<file path="src/rtl/rsa_job_arbiter.sv">
// Two-port job arbiter for a shared RSA modexp core: round-robin accept, operand
// latching, core reset/start sequencing, timeout watchdog and per-port result return.
module rsa_job_arbiter #(
    parameter int WIDTH          = 32,
    parameter int RST_CYCLES     = 2,
    parameter int TIMEOUT_CYCLES = 4096
) (
    input  logic             clk,
    input  logic             resetn,

    input  logic             req0_valid,
    output logic             req0_ready,
    input  logic [WIDTH-1:0] req0_m,
    input  logic [WIDTH-1:0] req0_e,
    input  logic [WIDTH-1:0] req0_n,
    input  logic [WIDTH-1:0] req0_ninv,
    input  logic [WIDTH-1:0] req0_r2,

    input  logic             req1_valid,
    output logic             req1_ready,
    input  logic [WIDTH-1:0] req1_m,
    input  logic [WIDTH-1:0] req1_e,
    input  logic [WIDTH-1:0] req1_n,
    input  logic [WIDTH-1:0] req1_ninv,
    input  logic [WIDTH-1:0] req1_r2,

    output logic             rsp0_valid,
    input  logic             rsp0_ready,
    output logic [WIDTH-1:0] rsp0_c,
    output logic             rsp0_err,

    output logic             rsp1_valid,
    input  logic             rsp1_ready,
    output logic [WIDTH-1:0] rsp1_c,
    output logic             rsp1_err,

    output logic             core_rst,
    output logic             core_start,
    output logic [WIDTH-1:0] core_m,
    output logic [WIDTH-1:0] core_e,
    output logic [WIDTH-1:0] core_n,
    output logic [WIDTH-1:0] core_ninv,
    output logic [WIDTH-1:0] core_r2,
    input  logic [WIDTH-1:0] core_c,
    input  logic             core_done,

    output logic             busy,
    output logic             owner,
    output logic [7:0]       timeout_count
);

    localparam int CW = (RST_CYCLES > 1) ? $clog2(RST_CYCLES) : 1;
    localparam int TW = $clog2(TIMEOUT_CYCLES);
    localparam logic [CW-1:0] RST_LOAD   = CW'(RST_CYCLES - 1);
    localparam logic [TW-1:0] TIMER_LAST = TW'(TIMEOUT_CYCLES - 1);

    typedef enum logic [1:0] {S_IDLE, S_RST, S_RUN, S_RESP} state_t;

    state_t           state_q, state_d;
    logic [CW-1:0]    cnt_q, cnt_d;
    logic [TW-1:0]    timer_q, timer_d;
    logic             last_grant_q, last_grant_d;
    logic             owner_q, owner_d;
    logic [WIDTH-1:0] m_q, m_d, e_q, e_d, n_q, n_d, ninv_q, ninv_d, r2_q, r2_d;
    logic [WIDTH-1:0] c0_q, c0_d, c1_q, c1_d;
    logic             err0_q, err0_d, err1_q, err1_d;
    logic             vld0_q, vld0_d, vld1_q, vld1_d;
    logic [7:0]       tocnt_q, tocnt_d;

    logic grant, handshake, done_ok, timed_out, rsp_sel_valid, rsp_sel_ready;

    always_comb begin
        grant = 1'b0;
        if (req0_valid && req1_valid) grant = ~last_grant_q;
        else if (req1_valid)          grant = 1'b1;
    end

    assign handshake  = (state_q == S_IDLE) && (req0_valid || req1_valid);
    assign req0_ready = (state_q == S_IDLE) && req0_valid && !grant;
    assign req1_ready = (state_q == S_IDLE) && req1_valid && grant;

    // Timer is zero only in the first RUN cycle, when core_done still reflects the previous job.
    assign done_ok       = core_done && (timer_q != '0);
    assign timed_out     = !done_ok && (timer_q == TIMER_LAST);
    assign rsp_sel_valid = owner_q ? vld1_q : vld0_q;
    assign rsp_sel_ready = owner_q ? rsp1_ready : rsp0_ready;

    always_ff @(posedge clk or negedge resetn) begin
        if (!resetn) state_q <= S_IDLE;
        else         state_q <= state_d;
    end

    always_comb begin
        state_d = state_q;
        case (state_q)
            S_IDLE: if (handshake) state_d = S_RST;
            S_RST:  if (cnt_q == '0) state_d = S_RUN;
            S_RUN:  if (done_ok || timed_out) state_d = S_RESP;
            S_RESP: if (rsp_sel_valid && rsp_sel_ready) state_d = S_IDLE;
            default: state_d = S_IDLE;
        endcase
    end

    always_comb begin
        core_rst   = (state_q != S_RUN);
        core_start = (state_q == S_RUN);
        busy       = (state_q != S_IDLE);
    end

    always_comb begin
        cnt_d        = cnt_q;
        timer_d      = timer_q;
        last_grant_d = last_grant_q;
        owner_d      = owner_q;
        m_d = m_q; e_d = e_q; n_d = n_q; ninv_d = ninv_q; r2_d = r2_q;
        c0_d = c0_q; c1_d = c1_q;
        err0_d = err0_q; err1_d = err1_q;
        vld0_d = vld0_q; vld1_d = vld1_q;
        tocnt_d = tocnt_q;
        case (state_q)
            S_IDLE: if (handshake) begin
                m_d          = grant ? req1_m    : req0_m;
                e_d          = grant ? req1_e    : req0_e;
                n_d          = grant ? req1_n    : req0_n;
                ninv_d       = grant ? req1_ninv : req0_ninv;
                r2_d         = grant ? req1_r2   : req0_r2;
                owner_d      = grant;
                last_grant_d = grant;
                cnt_d        = RST_LOAD;
            end
            S_RST: begin
                timer_d = '0;
                if (cnt_q != '0) cnt_d = cnt_q - 1'b1;
            end
            S_RUN: begin
                timer_d = timer_q + 1'b1;
                if (done_ok || timed_out) begin
                    if (owner_q) begin
                        c1_d = done_ok ? core_c : '0;  err1_d = timed_out;  vld1_d = 1'b1;
                    end else begin
                        c0_d = done_ok ? core_c : '0;  err0_d = timed_out;  vld0_d = 1'b1;
                    end
                    if (timed_out && tocnt_q != 8'hFF) tocnt_d = tocnt_q + 8'd1;
                end
            end
            S_RESP: if (rsp_sel_valid && rsp_sel_ready) begin
                if (owner_q) vld1_d = 1'b0;
                else         vld0_d = 1'b0;
            end
            default: ;
        endcase
    end

    always_ff @(posedge clk or negedge resetn) begin
        if (!resetn) begin
            cnt_q <= '0;  timer_q <= '0;
            last_grant_q <= 1'b1;  owner_q <= 1'b0;
            m_q <= '0;  e_q <= '0;  n_q <= '0;  ninv_q <= '0;  r2_q <= '0;
            c0_q <= '0;  c1_q <= '0;
            err0_q <= 1'b0;  err1_q <= 1'b0;
            vld0_q <= 1'b0;  vld1_q <= 1'b0;
            tocnt_q <= '0;
        end else begin
            cnt_q <= cnt_d;  timer_q <= timer_d;
            last_grant_q <= last_grant_d;  owner_q <= owner_d;
            m_q <= m_d;  e_q <= e_d;  n_q <= n_d;  ninv_q <= ninv_d;  r2_q <= r2_d;
            c0_q <= c0_d;  c1_q <= c1_d;
            err0_q <= err0_d;  err1_q <= err1_d;
            vld0_q <= vld0_d;  vld1_q <= vld1_d;
            tocnt_q <= tocnt_d;
        end
    end

    assign core_m        = m_q;
    assign core_e        = e_q;
    assign core_n        = n_q;
    assign core_ninv     = ninv_q;
    assign core_r2       = r2_q;
    assign rsp0_valid    = vld0_q;
    assign rsp1_valid    = vld1_q;
    assign rsp0_c        = c0_q;
    assign rsp1_c        = c1_q;
    assign rsp0_err      = err0_q;
    assign rsp1_err      = err1_q;
    assign owner         = owner_q;
    assign timeout_count = tocnt_q;

endmodule

</file>
<file path="config.mk">
export PLATFORM = sky130hd
export DESIGN_NAME = rsa_job_arbiter
export DESIGN_NICKNAME = d
export VERILOG_FILES = /design/src/rtl/rsa_job_arbiter.sv
export SDC_FILE = /design/constraint.sdc
export NUM_CORES = 1
export LEC_CHECK = 0
export ABC_AREA = 1
export CAP_MARGIN = 20
export CELL_PAD_IN_SITES_DETAIL_PLACEMENT = 0
export CELL_PAD_IN_SITES_GLOBAL_PLACEMENT = 1
export CORE_AREA = 5 5 228 230
export CTS_CLUSTER_SIZE = 40
export DETAILED_ROUTE_END_ITERATION = 10
export DIE_AREA = 0 0 233 235
export PLACE_DENSITY = 0.77
export RECOVER_POWER = 50
export SYNTH_ARGS = -nofsm -noshare
export SYNTH_HDL_FRONTEND = slang
export SYNTH_SLANG_ARGS = --single-unit
</file>
<file path="constraint.sdc">
create_clock -name clk -period 5 [get_ports clk]
set_clock_uncertainty 0.1 [all_clocks]
set_input_delay 0.75 -clock clk [delete_from_list [all_inputs] [get_ports clk]]
set_output_delay 0.75 -clock clk [all_outputs]
set_load 0.01 [all_outputs]
</file>
Yosys cells after proc, flatten, opt, wreduce, memory -nomap -nowiden
Index checks and enable logic that the tools add are counted.
Word-level totals
  word-level logic and storage cells: 93
  input bits: 359
  flip-flop bits (word level): 253
  output and inout bits: 242
Cells by class
  multiplexer cells: 29
  add/sub/neg operators: 3
  reductions and logical operators: 28
  bitwise logic cells: 2
  eq/ne operators: 14
Operators by type and width (count)
  $mux 32: 6
  $pmux 12 s2: 1
  $mux 1: 14
  $ne 2x2->1 const B: 7
  $add 12x1->12 const B: 1
  $eq 12x12->1 const B: 1
  $reduce_bool 12->1: 1
  $logic_and 1x1->1: 10
  $reduce_and 5->1: 2
  $reduce_and 3->1: 3
  $add 8x1->8 const B: 1
  $mux 2: 4
  $ne 8x8->1 const B: 1
  $pmux 2 s4: 1
  $reduce_bool 2->1: 4
  $pmux 1 s2: 3
  $eq 2x2->1 const B: 2
  $ne 2x1->1 const B: 2
  $reduce_and 2->1: 2
  $reduce_and 4->1: 1
  $eq 2x1->1 const B: 1
  $logic_not 1->1: 2
  $logic_not 2->1: 1
  $logic_or 1x1->1: 2
  other kinds (2): 3

Depth between registers and ports, before layout
Gate-level depths: netlist of the first run.
  depth in word-level cells: 7
  mapped depth: 11
  mapped depth without buffers: 10

Least setup slack after synthesis of the first run
No wires, ideal clock.
  kind: input to output
  start: input port req0_valid
  end: output port req0_ready
  required time: 4.150 ns
  stages: 5
  path buffers: 1
  setup slack: 2.691 ns
  data arrival time: 1.459 ns
  path through: nand2_1 > nand2_2 > inv_2 > clkbuf_1 > nor3_1
Between the ends
  word-level cells in the longest chain between the ends: 4
  elaborated cells on any way between the ends: 5
  classes of those cells: 1 x mux; 4 x reduce/logical
RTL lines
  from (decl): line 11  | input logic req0_valid,
  $logic_and 1x1->1: line 74  | if (req0_valid && req1_valid) grant = ~last_grant_q;
  $mux 1: line 74
  $logic_not 1->1: line 79  | assign req0_ready = (state_q == S_IDLE) && req0_valid && !grant;
  $logic_and 1x1->1 *: line 79
  to (decl): line 12  | output logic req0_ready,
Mark *: on every way between the ends. The rest lies on a longest branch, timed or not.

Final worst setup path of the first run
  start: register state_q[0]
  end: output port core_start
Between the ends
  word-level cells in the longest chain between the ends: 1
RTL lines
  from (decl): line 59  | state_t state_q, state_d;
  from (signal assigned): line 90  | else state_q <= state_d;
  $eq 2x2->1: line 106  | core_start = (state_q == S_RUN);
  to (decl): line 38  | output logic core_start,
Every way passes these cells.

==> results of run 1 <==
cells in the final DEF, fill, tap and decap left out, drive strengths merged:
cell type      instances
a21oi                  8
a31oi                160
and3                   1
buf                   12
bufinv                 1
clkbuf                52
clkdlybuf4s50        502
clkinv                 1
dfrtp                252
dfstp                  1
diode                  2
dlygate4sd3           97
ha                     8
inv                   35
nand2                504
nand3                 23
nand4                 70
nor2                 183
nor3                   9
o21ai                 17
or2                    1
xnor2                  5
xor2                   2
power groups by stage:
stage               Combinational (mW)  Sequential [mW]  Clock [mW]
floorplan                         1.97             3.87           0
finish                            4.94             3.50        2.14
global route                      5.42             3.62        2.29
detailed placement                5.16             3.54           0
global placement                  5.12             3.50           0
CTS                               5.18             3.53        2.22
flip-flops by register name, summed over array words and instances (netlist names):
signal and cells:
cnt_q 1, rsp0_valid 1, rsp0_err 1, core_m 32, rsp1_err 1, state_q 2
core_ninv 32, timeout_count 8, core_n 32, core_r2 32, rsp0_c 32, owner 1
timer_q 12, rsp1_c 32, rsp1_valid 1, last_grant_q 1, core_e 32
layer usage:
layer | vias to the layer above | routed length, µm
met5 | - | 26
met4 | 4 | 1400
met3 | 73 | 4210
met2 | 457 | 22700
met1 | 5436 | 18600
li1 | 5699 | -
final cells by class:
class	count	area (µm²)
Fill cell	5105	30700
Multi-Input combinational cell	991	4570
Sequential cell	253	6330
Clock buffer	49	903
Inverter	35	134
Tap cell	672	841
Antenna cell	2	5.00
Timing Repair Buffer	614	6170
Clock inverter	2	35.0
worst paths after layout:
kind,from,end,slack [ns],cells past startpoint
min in group asynchronous,resetn,core_r2[16],1.01,1
max reg2reg,state_q[0],core_ninv[24],1.68,7
min reg2reg,rsp0_c[19],rsp0_c[19],0.36,2
max in group asynchronous,resetn,rsp0_c[7],2.05,1
min,rsp0_c[19],rsp0_c[19],0.36,2
max,state_q[0],core_start,1.52,4
cell families after synthesis:
family	synth area share
buf+inv	0.0573
xor+xnor	0.00529
fa+ha+maj	0.00863
compound gates	0.100
flops	0.546
simple gates	0.282
per-stage QoR:
stage                util  hold slack, ns
floorplan               -           0.354
detailed placement  0.365           0.357
global route        0.382           0.377
finish              0.382           0.364
CTS                 0.384           0.172
global placement    0.365           0.353
worst max-delay path: stages, from the launching register on:
cell and delay, ns:
dfrtp_1 0.43, inv_1 0.12, ha_1 0.18, buf_4 0.65
clkdlybuf4s50_1 0.70
==> impl_metrics.tcl, run 1 <==
set metrics [dict create \
    first_iter_violations 665 \
    use_met2 0.277 \
    final_layout_size_suffix_gt1_frac 0.0381 \
    gp_congestion 0.837 \
    clock.fmax_ghz 0.287 \
    drc_errors 0 \
    layoutNonFillerInstCount 2618 \
    cts.sink_count 253 \
    critPathLaunchType "flip-flop" \
    p_int_mw 6.59 \
    post-synth-top-area-cell "dfrtp_1" \
    grt-ovfl-total 0 \
    total_power_mw 10.6 \
    io_pins 601 \
    rows 82 \
    use_met3 0.0576 \
    power_leakage_nw 8.15 \
    tns_ns 0 \
    htreeDepth 1 \
    placed_area_mm2 0.0181 \
    nets 2292 \
    syn-mean-instance-area_um2 8.43 \
    drt_first_pass_iters 5 \
    stdcell_area_mm2 0.0190 \
    crit_path_end_kind "output pin" \
    status "complete, but fails checks" \
    cts_resized 0 \
    wl_per_cell_um 17.9 \
    clock_path_buffers 3 \
    dp_hpwl_um 34400 \
    grt_pass1_vias 11800 \
    synth_seq_cells 253 \
    numCtsBuffers 30 \
    synthTopCellsByCount "nand2_1, dfrtp_1, nor2_1" \
    drt.antenna.violating_nets 0 \
    slew_headroom -0.946 \
    syn_to_final_growth_pct 63.8 \
    worst-path-max-fanout 76 \
    start_util 0.233 \
    yosysMostFrequentCell "nand2_1" \
    die_h_um 235 \
    async_reset_ff_frac 1.00 \
    synth_area_leaders "dfrtp_1, nand2_1, a31oi_1" \
    clk_transition_reported_paths_ns 0.06 \
    setup_violations 0 \
    drv_slew 117 \
    path_class "flip-flop to output pin" \
    met1_usage 0.196 \
    cp.arrival_ns 2.63 \
    drv_cap 2 \
    core_mm2 0.0497 \
    dp_cells 2565 \
    p_clk_frac 0.203 \
    port_buffers 600 \
    yosysSeqAreaShare 0.546 \
    clk_latency_ns 0.55 \
    fin_crit_sh 0.696 \
    root_buffer "clkbuf_16" \
    worst_slack_ns 1.52 \
    pre_cts_slack_ns 1.50 \
    die_area_mm2 0.0548 \
    layout_min_cycle_time_ns 3.48 \
    busiest_layer "met2" \
    swShare 0.377 \
    pwr_density_cell_mw_per_mm2 557 \
    synthCells 1376 \
    fp.dieW_um 233 \
    grt_pass1_wl_um 71200 \
    vias 11700 \
    yosys_warnings 0 \
    p_comb_frac 0.467 \
    syn_area_mm2 0.0116 \
    vias_per_cell 4.46 \
    synth.distinct_cells 32 \
    drt_wl_total_um 46900 \
    antenna_found_initial 3 \
    cts_setup_buffers 0 \
    holdBufCountCts 0 \
    hold_viol 0 \
    peakVddDrop_mv 0.248 \
    grt_max_degree 161 \
    violations "capacitance limit, slew limit" \
    syn-num-nets 1743 \
    min_path_type "flip-flop to flip-flop" \
    tightest_slew_ns 2.92 \
    yosysTopAreaCellShare 0.544 \
    seqPwrFrac 0.331 \
    cts_tree "built" \
    p_sw_mw 3.99 \
    crit_required_ns 4.15 \
    grt.total_usage 0.163 \
    synth_edf_count 0 \
    synth_ff_type "dfrtp_1" \
    rsz0062_at_grt "no" \
]
Power figures use the tool's default switching activity.
==> run 2, diff against run 1 <==
- PLACE_DENSITY: 0.77 -> 0.8
- clock period: 5 -> 3.1 ns (I/O delays scaled with it)
==> impl_metrics.tcl, run 2 (synthesized netlist as in run 1, its figures left out) <==
set metrics [dict create \
    fp.dieW_um 233 \
    r2r_end "core_ninv[24]" \
    grt_pass1_vias 12200 \
    cts_resized 0 \
    grt_max_degree 161 \
    p_comb_frac 0.468 \
    cts_tree "built" \
    crit_start "state_q[0]" \
    critPathLaunchType "flip-flop" \
    reg2regPathDepth 8 \
    crit_path_end "core_rst" \
    grt-ovfl-total 0 \
    root_buffer "clkbuf_16" \
    cpMostUsedCell "inv_1" \
    path_delay_family "buffers and inverters" \
    htreeDepth 1 \
    crit_path_end_kind "output pin" \
    dp_hpwl_um 35200 \
    clock_path_buffers 3 \
    numCtsBuffers 30 \
    crit_chain "inv_1, ha_2, inv_1, clkdlybuf4s50_1" \
    tightest_slew_ns 1.85 \
    swShare 0.375 \
    rr_startpoint "state_q[1]" \
    clk_transition_reported_paths_ns 0.06 \
    layout_common_cells "clkdlybuf4s50_1, nand2_1, dfrtp_1" \
    peakVddDrop_mv 0.426 \
    die_h_um 235 \
    path_class "flip-flop to output pin" \
    drt.antenna.violating_nets 0 \
    grt_pass1_wl_um 72000 \
    wl_per_cell_um 17.8 \
    vias_per_cell 4.50 \
    clock.fmax_ghz 0.369 \
    port_buffers 600 \
    drt_first_pass_iters 5 \
    gp_congestion 0.867 \
    final_common_cell "clkdlybuf4s50_1" \
    drc_errors 0 \
    first_iter_violations 668 \
    power_leakage_nw 8.22 \
    syn_to_final_growth_pct 65.4 \
    worst-path-max-fanout 14 \
    cts.sink_count 253 \
    r2r_slack_ns 0.52 \
    crit_required_ns 2.53 \
    violations "capacitance limit, slew limit" \
    worst_hold_slack_ns 0.358 \
    antenna_found_initial 5 \
    p_clk_frac 0.206 \
    slew_headroom -0.233 \
    io_pins 601 \
    clk_latency_ns 0.56 \
    slowest_stage "clkdlybuf4s50_1" \
    cts_setup_buffers 0 \
    pwr_density_cell_mw_per_mm2 904 \
    drv_slew 66 \
    min_path_type "primary input to flip-flop" \
    seqPwrFrac 0.326 \
    rows 82 \
    layout_min_cycle_time_ns 2.71 \
    p_int_mw 10.8 \
    status "complete, but fails checks" \
    final_layout_size_suffix_gt1_frac 0.0506 \
    path_buf_inv 3 \
    max_stage_delay_ns 0.51 \
    setup_violations 0 \
    core_mm2 0.0497 \
    start_util 0.233 \
    die_area_mm2 0.0548 \
    fin_crit_sh 0.875 \
    tns_ns 0 \
    vias 11800 \
    drt_wl_total_um 46700 \
    holdBufCountCts 1 \
    hold_viol 0 \
    drv_cap 1 \
    grt.total_usage 0.163 \
    cp.arrival_ns 2.15 \
    cp.depth 4 \
    nets 2303 \
    p_sw_mw 6.50 \
    rsz0062_at_grt "no" \
]
run 2: per-stage QoR:
step                      instance area (µm²)  worst slack, ns  power [mW]  instances  utilization
after floorplan                         11600             1.31        9.43       1376            -
after global placement                  18200            0.579        14.0       2575        0.367
after detailed placement                18200            0.549        14.2       2575        0.367
after CTS                               19200            0.303        17.8       2629        0.388
after global routing                    19200            0.113        18.5       2629        0.386
final                                   19200            0.389        17.3       2630        0.386
run 2: how the worst min path moves through the flow:
stage                  to        from  cells after the start
4_1_cts        core_m[27]  req1_m[27]                      3
3_3_place_gp   rsp0_c[20]  rsp0_c[20]                      2
6_report       core_n[31]  req1_n[31]                      3
5_1_grt        core_e[10]  req1_e[10]                      3
2_1_floorplan       cnt_q      resetn                      0
3_5_place_dp   rsp1_c[27]  rsp1_c[27]                      2
run 2: final cells by class:
cell class	count	area, µm²
tap	672	841
clock inverter	11	110
fill	5090	30500
multi-input combinational	991	4570
clock buffer	42	887
antenna	1	2.50
timing repair buffer	625	6300
inverter	35	134
sequential	253	6330
run 2: power groups by stage:
stage                     logic [mW]  clock network [mW]  registers [mW]
after floorplan                 3.18                   0            6.25
after global placement          8.33                   0            5.67
after detailed placement        8.43                   0            5.73
after CTS                       8.46                3.67            5.69
after global routing            8.88                3.80            5.85
final                           8.11                3.57            5.65
run 2: worst reg2reg max path, stage by stage (launching register included):
cell	delay, ns
dfrtp_1	0.43
inv_1	0.12
ha_1	0.19
inv_1	0.08
a21oi_1	0.74
buf_12	0.32
buf_12	0.29
nor2_1	0.08
a31oi_1	0.14
run 2: per-layer routing:
metal	share of wire	GRT usage	vias up
met5	0.0010	0	-
met2	0.49	0.281	426
met4	0.027	0.0433	6
met3	0.089	0.0517	70
li1	-	-	5727
met1	0.39	0.198	5615
==> run 3, diff against run 2 <==
- ABC_CLOCK_PERIOD_IN_PS: unset -> 3100
- GPL_ROUTABILITY_DRIVEN: unset -> 0
- PLACE_DENSITY: 0.8 -> 0.75
==> impl_metrics.tcl, run 3 (synthesized netlist as in run 1, its figures left out) <==
set metrics [dict create \
    status "complete, but fails checks" \
    violations "capacitance limit, slew limit" \
    first_iter_violations 686 \
    grt_pass1_wl_um 73000 \
    final_layout_size_suffix_gt1_frac 0.0554 \
    p_int_mw 11.0 \
    drt_first_pass_iters 5 \
    path_class "flip-flop to output pin" \
    p_sw_mw 6.54 \
    drv_slew 83 \
    crit_required_ns 2.53 \
    final_common_cell "clkdlybuf4s50_1" \
    min_path_type "primary input to flip-flop" \
    start_util 0.233 \
    cts_tree "built" \
    grt-ovfl-total 0 \
    power_leakage_nw 8.29 \
    port_buffers 600 \
    fp.dieW_um 233 \
    pwr_density_cell_mw_per_mm2 908 \
    rsz0062_at_grt "no" \
    rows 82 \
    vias 11800 \
    r2r_end "rsp1_c[11]" \
    die_area_mm2 0.0548 \
    rr_startpoint "state_q[0]" \
    worst-path-max-fanout 18 \
    wl_per_cell_um 18.0 \
    clock.fmax_ghz 0.357 \
    layout_common_cells "clkdlybuf4s50_1, nand2_1, dfrtp_1" \
    clk_transition_reported_paths_ns 0.06 \
    holdPathEnd "core_r2[21]" \
    htreeDepth 1 \
    cts_setup_buffers 0 \
    p_clk_frac 0.206 \
    grt_pass1_vias 12200 \
    core_mm2 0.0497 \
    dp_hpwl_um 36100 \
    crit_path_end_kind "output pin" \
    numCtsBuffers 31 \
    hold_start "req1_r2[21]" \
    grt.total_usage 0.167 \
    drv_cap 1 \
    tightest_slew_ns 2.15 \
    r2r_slack_ns 0.35 \
    vias_per_cell 4.46 \
    syn_to_final_growth_pct 66.3 \
    root_buffer "clkbuf_16" \
    slew_headroom -0.432 \
    p_comb_frac 0.471 \
    worst_hold_slack_ns 0.354 \
    drc_errors 0 \
    tns_ns 0 \
    seqPwrFrac 0.323 \
    nets 2312 \
    cts_resized 0 \
    antenna_found_initial 2 \
    grt_max_degree 161 \
    hold_viol 0 \
    io_pins 601 \
    peakVddDrop_mv 0.388 \
    critPathLaunchType "flip-flop" \
    swShare 0.374 \
    min_path_cells 3 \
    die_h_um 235 \
    drt.antenna.violating_nets 0 \
    clk_latency_ns 0.56 \
    reg2regPathDepth 5 \
    fin_crit_sh 0.903 \
    layout_min_cycle_time_ns 2.80 \
    drt_wl_total_um 47700 \
    setup_violations 0 \
    cp.arrival_ns 2.23 \
    clock_path_buffers 3 \
    cts.sink_count 253 \
]
-- run 3: changes by cell type in the layout (fill, tap and decap cells not counted), moves of 2 or more --
cell | previous run | this run
dlygate4sd3_1 | 94 | 77
buf_4 | 13 | 15
diode_2 | 1 | 3
clkdlybuf4s50_1 | 506 | 523
inv_6 | 0 | 2
clkbuf_1 | 4 | 6
clkinvlp_4 | 2 | 0
clkbuf_2 | 2 | 6
-- run 3: timing repair --
item / 4_1_cts / 5_1_grt
hold buffers: 1 / 0
setup endpoints to repair: 0 / 0
endpoints found under the hold margin: 75 / 0
-- run 3: worst max-delay path, cell delays in order, from the launching register on --
cell             delay (ns)
dfrtp_1                0.42
inv_1                  0.13
ha_2                   0.43
inv_1                  0.18
clkdlybuf4s50_1        0.52
-- run 3: final cells by class --
class	count	area, µm²
Tap cell	672	841
Sequential cell	253	6330
Clock inverter	10	108
Multi-Input combinational cell	991	4580
Antenna cell	3	7.51
Timing Repair Buffer	633	6360
Fill cell	5128	30400
Clock buffer	45	908
Inverter	35	134
-- run 3: per-layer routing --
layer | up-vias | wire length, µm | GRT usage
met1 | 5537 | 18700 | 0.200
met4 | 0 | 1330 | 0.0455
met3 | 70 | 3710 | 0.0429
met2 | 424 | 24000 | 0.295
li1 | 5744 | - | -
met5 | - | 0 | 0
-- run 3: power groups by stage --
stage / Combinational [mW] / Sequential [mW] / Clock, mW
2_1_floorplan: 3.18 / 6.25 / 0
3_3_place_gp: 8.52 / 5.65 / 0
3_5_place_dp: 8.59 / 5.70 / 0
4_1_cts: 8.60 / 5.68 / 3.74
5_1_grt: 8.99 / 5.85 / 3.85
6_report: 8.26 / 5.65 / 3.61
-- run 3: worst max path at each step --
stage                  to  slack [ns]  cells past startpoint    startpoint
2_1_floorplan  req0_ready        1.31                      5  last_grant_q
3_3_place_gp   req0_ready        0.58                      6    req0_valid
3_5_place_dp   req0_ready        0.57                      6    req0_valid
4_1_cts          core_rst        0.20                      4    state_q[0]
5_1_grt        core_m[16]        0.09                      3        resetn
6_report         core_rst        0.30                      4    state_q[0]
-- run 3: per-stage QoR --
| stage | power (mW) | instance area (µm²) | utilization | setup slack [ns] | instances |
|---|---|---|---|---|---|
| after detailed placement | 14.3 | 18300 | 0.369 | 0.569 | 2583 |
| after global placement | 14.2 | 18300 | 0.369 | 0.579 | 2583 |
| after global routing | 18.7 | 19300 | 0.388 | 0.0915 | 2640 |
| after CTS | 18.0 | 19300 | 0.390 | 0.201 | 2639 |
| after floorplan | 9.43 | 11600 | - | 1.31 | 1376 |
| final | 17.5 | 19300 | 0.388 | 0.300 | 2642 |
